## config.mk

```make
export PLATFORM = sky130hd
export DESIGN_NAME = route_compute_pipe
export DESIGN_NICKNAME = d
export VERILOG_FILES = /design/src/rtl/route_compute_pipe.sv
export SDC_FILE = /design/constraint.sdc
export NUM_CORES = 1
export LEC_CHECK = 0
export ABC_AREA = 0
export CAP_MARGIN = 10
export CORE_MARGIN = 4
export CORE_UTILIZATION = 45
export DETAILED_ROUTE_END_ITERATION = 10
export PLACE_DENSITY_LB_ADDON = 0.15
export RECOVER_POWER = 25
export SYNTH_ARGS = -nofsm -noshare
export SYNTH_HDL_FRONTEND = slang
export SYNTH_SLANG_ARGS = --single-unit
```

## constraint.sdc

```tcl
create_clock -name clk -period 5.4 [get_ports clk]
set_input_delay 1.08 -clock clk [delete_from_list [all_inputs] [get_ports clk]]
set_output_delay 1.08 -clock clk [all_outputs]
set_load 0.05 [all_outputs]
```

## src/rtl/route_compute_pipe.sv

```systemverilog
// rtl/route_compute_pipe.sv - per-channel registered route compute with eject counter
// Optional wrap-around routing is built when ROUTE_TORUS_EN is defined.
module route_compute_pipe #(
   parameter int X_W    = 2,
   parameter int Y_W    = 2,
   parameter int NUM_CH = 4,
   parameter int CNT_W  = 16
) (
   input  logic                  clk,
   input  logic                  rst,
   input  logic [X_W-1:0]        addrx,
   input  logic [Y_W-1:0]        addry,
   input  logic [X_W-1:0]        addrx_max,
   input  logic [Y_W-1:0]        addry_max,
   input  logic [NUM_CH-1:0]     in_valid,
   output logic [NUM_CH-1:0]     in_ready,
   input  logic [NUM_CH*X_W-1:0] in_destx,
   input  logic [NUM_CH*Y_W-1:0] in_desty,
   output logic [NUM_CH-1:0]     out_valid,
   input  logic [NUM_CH-1:0]     out_ready,
   output logic [NUM_CH*4-1:0]   rmatrix,
   output logic [NUM_CH-1:0]     resource_go,
   output logic [NUM_CH-1:0]     out_err,
   input  logic                  cnt_clr,
   output logic [CNT_W-1:0]      eject_cnt
);

   localparam int INC_W = $clog2(NUM_CH + 1) + 1;
   localparam int SUM_W = CNT_W + INC_W;
   localparam logic [SUM_W-1:0] CNT_MAX = {{INC_W{1'b0}}, {CNT_W{1'b1}}};

   logic [NUM_CH-1:0] w_accept;
   logic [INC_W-1:0]  w_inc;
   logic [SUM_W-1:0]  w_sum;
   logic [CNT_W-1:0]  r_cnt;

   assign in_ready = ~out_valid | out_ready;
   assign w_accept = in_valid & in_ready;

   genvar c;
   generate
      for (c = 0; c < NUM_CH; c++) begin : g_ch
         logic [X_W-1:0] w_dx;
         logic [Y_W-1:0] w_dy;
         logic           w_e, w_w, w_s, w_n;
         logic           w_err, w_go;
         logic           r_v, r_g, r_e;
         logic [3:0]     r_rm;

         assign w_dx = in_destx[c*X_W +: X_W];
         assign w_dy = in_desty[c*Y_W +: Y_W];

`ifdef ROUTE_TORUS_EN
         // Ring distances need one extra bit so that max+1 is representable.
         localparam logic [X_W:0] X_ONE = {{X_W{1'b0}}, 1'b1};
         localparam logic [Y_W:0] Y_ONE = {{Y_W{1'b0}}, 1'b1};
         logic [X_W:0] w_xsize, w_de, w_dw;
         logic [Y_W:0] w_ysize, w_ds, w_dn;

         assign w_xsize = {1'b0, addrx_max} + X_ONE;
         assign w_ysize = {1'b0, addry_max} + Y_ONE;
         assign w_de = (w_dx >= addrx) ? ({1'b0, w_dx} - {1'b0, addrx})
                                       : ({1'b0, w_dx} + w_xsize - {1'b0, addrx});
         assign w_ds = (w_dy >= addry) ? ({1'b0, w_dy} - {1'b0, addry})
                                       : ({1'b0, w_dy} + w_ysize - {1'b0, addry});
         assign w_dw = w_xsize - w_de;
         assign w_dn = w_ysize - w_ds;
         assign w_e  = (w_de != '0) && (w_de <= w_dw);
         assign w_w  = (w_de != '0) && (w_de >  w_dw);
         assign w_s  = (w_ds != '0) && (w_ds <= w_dn);
         assign w_n  = (w_ds != '0) && (w_ds >  w_dn);
`else
         assign w_e = w_dx > addrx;
         assign w_w = w_dx < addrx;
         assign w_s = w_dy > addry;
         assign w_n = w_dy < addry;
`endif

         assign w_err = (w_dx > addrx_max) || (w_dy > addry_max);
         assign w_go  = !w_err && (w_dx == addrx) && (w_dy == addry);

         always_ff @(posedge clk) begin
            if (rst) begin
               r_v  <= 1'b0;
               r_rm <= 4'b0000;
               r_g  <= 1'b0;
               r_e  <= 1'b0;
            end else if (w_accept[c]) begin
               r_v  <= 1'b1;
               r_rm <= w_err ? 4'b0000 : {w_w, w_e, w_s, w_n};
               r_g  <= w_go;
               r_e  <= w_err;
            end else if (out_ready[c]) begin
               r_v  <= 1'b0;
            end
         end

         assign out_valid[c]       = r_v;
         assign rmatrix[c*4 +: 4]  = r_rm;
         assign resource_go[c]     = r_g;
         assign out_err[c]         = r_e;
      end
   endgenerate

   always_comb begin
      w_inc = '0;
      for (int i = 0; i < NUM_CH; i++) begin
         w_inc = w_inc + INC_W'(out_valid[i] & out_ready[i] & resource_go[i]);
      end
   end

   assign w_sum = SUM_W'(r_cnt) + SUM_W'(w_inc);

   // Clear takes priority over any ejects retiring in the same cycle.
   always_ff @(posedge clk) begin
      if (rst || cnt_clr) begin
         r_cnt <= '0;
      end else if (w_sum >= CNT_MAX) begin
         r_cnt <= '1;
      end else begin
         r_cnt <= w_sum[CNT_W-1:0];
      end
   end

   assign eject_cnt = r_cnt;

endmodule
```

==> reports/qor.yml <==
finish:
  synthToLayoutAreaGrowth_pct: 34.0
  diodes: 0
  regArea_um2: 881
  nets: 433
  fillers: 517
  drive_above_1_share_pct: 3.86
  multi_input_area_um2: 1500
yosys:
  synth-compound-area-share_pct: 18.4
  synth_top_cell_area_share_pct: 33.7
  synthMuxAreaShare_pct: 0
  synth_xor_area_share_pct: 2.68
  netlist_top_cells_area: "dfxtp_1, ha_1, o2bb2ai_1"
  yosysMostFrequentCell: "dfxtp_1"
  syn-cell-area_um2: 2610
  synth_edf_count: 0
  async_flop_share_pct: 0
  synth-simple-area-share_pct: 18.3
  synth_top_family_by_area: "compound AO/OA/AOI/OAI gates"
  synth.ff_latch_count: 44
  synth_ff_type: "dfxtp_1"
  synth.net_count: 360
  ys_seq_area_share_pct: 33.7
  synth.largest_area_cell: "dfxtp_1"
  ys_types: 37
  synthTopCellsByCount: "dfxtp_1, ha_1, inv_1, nand2_1, o2bb2ai_1"
  synthAdderAreaFrac_pct: 18.1
  synth_warnings: 0
  avgSynthCellArea_um2: 9.03
  syn_inst: 289
clock_tree:
  cts_hold_buf: 0
  cts.sink_count: 44
  path_clk_slew_ns: 0.08
  cts_tree: "done"
  h-tree-depth: 2
  clockRootBuffer: "clkbuf_8"
  ctsResizeCount: 0
  cts-buffers-inserted: 5
  clock_latency_ns: 0.30
  postCtsSetupRepairBufs: 0
  clockBufferDepth: 2
power_and_ir_drop:
  p_per_area_nw_per_um2: 213
  ir_drop_uv: 120
  leakagePower_nw: 1.46
sta:
  period_share_pct: 68.5
  maxSlewViolCount: 0
  fmax_ghz: 0.270
  rsz0062_at_grt: "no"
  worst_pin_slew_ns: 0.773
  final.setup_skew_ns: 0.0115
  setup_viol_count_final: 0
  min_period_ns: 3.70
  setup_slack_ns: 1.70
  fin_setup_tns_ns: 0
  hold_viol_final: 0
  slew_headroom_pct: 48.3
grt:
  antenna_found_initial: 0
  grtUsageTotal_pct: 19.2
  use_met1_pct: 23.8
  met3_usage_pct: 4.32
  grt_overflow: 0
  top_usage_layer: "met2"
  grt_start_max_net_pins: 18
  met2_usage_pct: 33.1
  first_global_vias: 2325
  grt_pass1_wl_um: 11000
min_path:
  holdPathStages: 1
  min_path_type: "reg -> reg"
die:
  fp.coreArea_um2: 5570
  die_x_um: 84.2
  die_area_um2: 7080
  die_h_um: 84.2
  io_pins: 83
  rows: 27
  start_util_pct: 46.8
run_status:
  status: "finished clean"
drt:
  vias_per_cell: 5.32
  totalWireLength_um: 6570
  drc_errors: 0
  wire_per_inst_um: 15.1
  final_antenna_net_count: 0
  vias: 2315
  first_pass_iters: 4
  drt_iter0_drc: 77
critical_path:
  worst-endpoint-required_ns: 5.58
  regToRegSetupSlack_ns: 2.55
  critPathLaunchType: "input port"
  worstSetupPathType: "in -> reg"
  cp.arrival_ns: 3.88
  cp-end-kind: "flip-flop"
  r2r_cells: 9
  cp_max_fo: 4
flow_run:
  drv_cap: 0
placed_design:
  dp_hpwl_um: 5130
  gp_congestion: 0.790
  dp_slack_ns: 1.40
  io_buffers: 82
cell families (layout without fill, tap and decap cells):
| kind of cell | Yosys count | in the layout |
|---|---|---|
| DFF | 44 | 44 |
| adders and majority gates | 36 | 36 |
| and+or+nand+nor | 87 | 87 |
| buffers and inverters | 46 | 120 |
| xor gates and xnor gates | 8 | 8 |
| AOI/OAI and AO/OA | 68 | 68 |
path summary, 6_finish.rpt:
check	startpoint	to
worst max-delay path	out_ready[2]	eject_cnt[14]$_SDFF_PP0_
worst min-delay path	g_ch[3].r_rm[2]$_SDFFE_PP0P_	g_ch[3].r_rm[2]$_SDFFE_PP0P_
worst max register to register	g_ch[2].r_g$_SDFFE_PP0P_	eject_cnt[14]$_SDFF_PP0_
worst min register to register	g_ch[3].r_rm[2]$_SDFFE_PP0P_	g_ch[3].r_rm[2]$_SDFFE_PP0P_
routing by layer:
layer / vias to the layer above / part of all wire (%)
met4: 0 / 1.4
met5: - / 0
li1: 1166 / -
met3: 10 / 5.1
met1: 1071 / 46
met2: 68 / 48
critical path: stages:
cell and delay [ns]:
clkdlybuf4s50_1 0.49, nand3_1 0.12, fa_1 0.50, fa_1 0.45
inv_1 0.08, fa_1 0.21, nand3_1 0.15, or4_1 0.56
nor3_1 0.16, a211oi_1 0.07
power by group:
part | total (mW) | internal (mW) | switching, mW | leakage [nW]
Combinational | 0.185 | 0.0759 | 0.109 | 1.06
Clock | 0.216 | 0.104 | 0.112 | 0.0445
Sequential | 0.343 | 0.336 | 0.00678 | 0.358
Total | 0.744 | 0.516 | 0.228 | 1.46
registers in the layout (all words and copies together), names as in the netlist:
register   count
g_ch.r_v       4
eject_cnt     16
g_ch.r_rm     16
g_ch.r_e       4
g_ch.r_g       4
final cells by class:
class                           instances  share of cell area, %
Clock buffer                            7                   2.47
Clock inverter                          1                  0.215
Inverter                               30                   3.22
Multi-Input combinational cell        199                   42.9
Sequential cell                        44                   25.2
Tap cell                               72                   2.58
Timing Repair Buffer                   82                   23.5
through the flow:
stage | area, um^2 | hold WS (ns) | instances | power [mW] | utilization [%]
final | 3500 | 0.461 | 435 | 0.744 | 62.8
after CTS | 3500 | 0.471 | 435 | 0.753 | 62.8
after detailed placement | 3400 | 0.450 | 427 | 0.538 | 61.1
after global routing | 3500 | 0.482 | 435 | 0.788 | 62.8
after floorplan | 2610 | 0.455 | 289 | 0.472 | -
after global placement | 3400 | 0.446 | 427 | 0.534 | 61.1
layout by cell type (no fill, tap or decap), types with 10 or more instances in the layout:
| cell type | instances |
|---|---|
| dfxtp_1 | 44 |
| a21oi_1 | 14 |
| o2bb2ai_1 | 20 |
| nand3_1 | 10 |
| dlygate4sd3_1 | 17 |
| nand2_1 | 27 |
| inv_1 | 30 |
| o21ai_0 | 13 |
| ha_1 | 33 |
| clkdlybuf4s50_1 | 65 |
No activity file was read; power rests on OpenSTA's default activity.
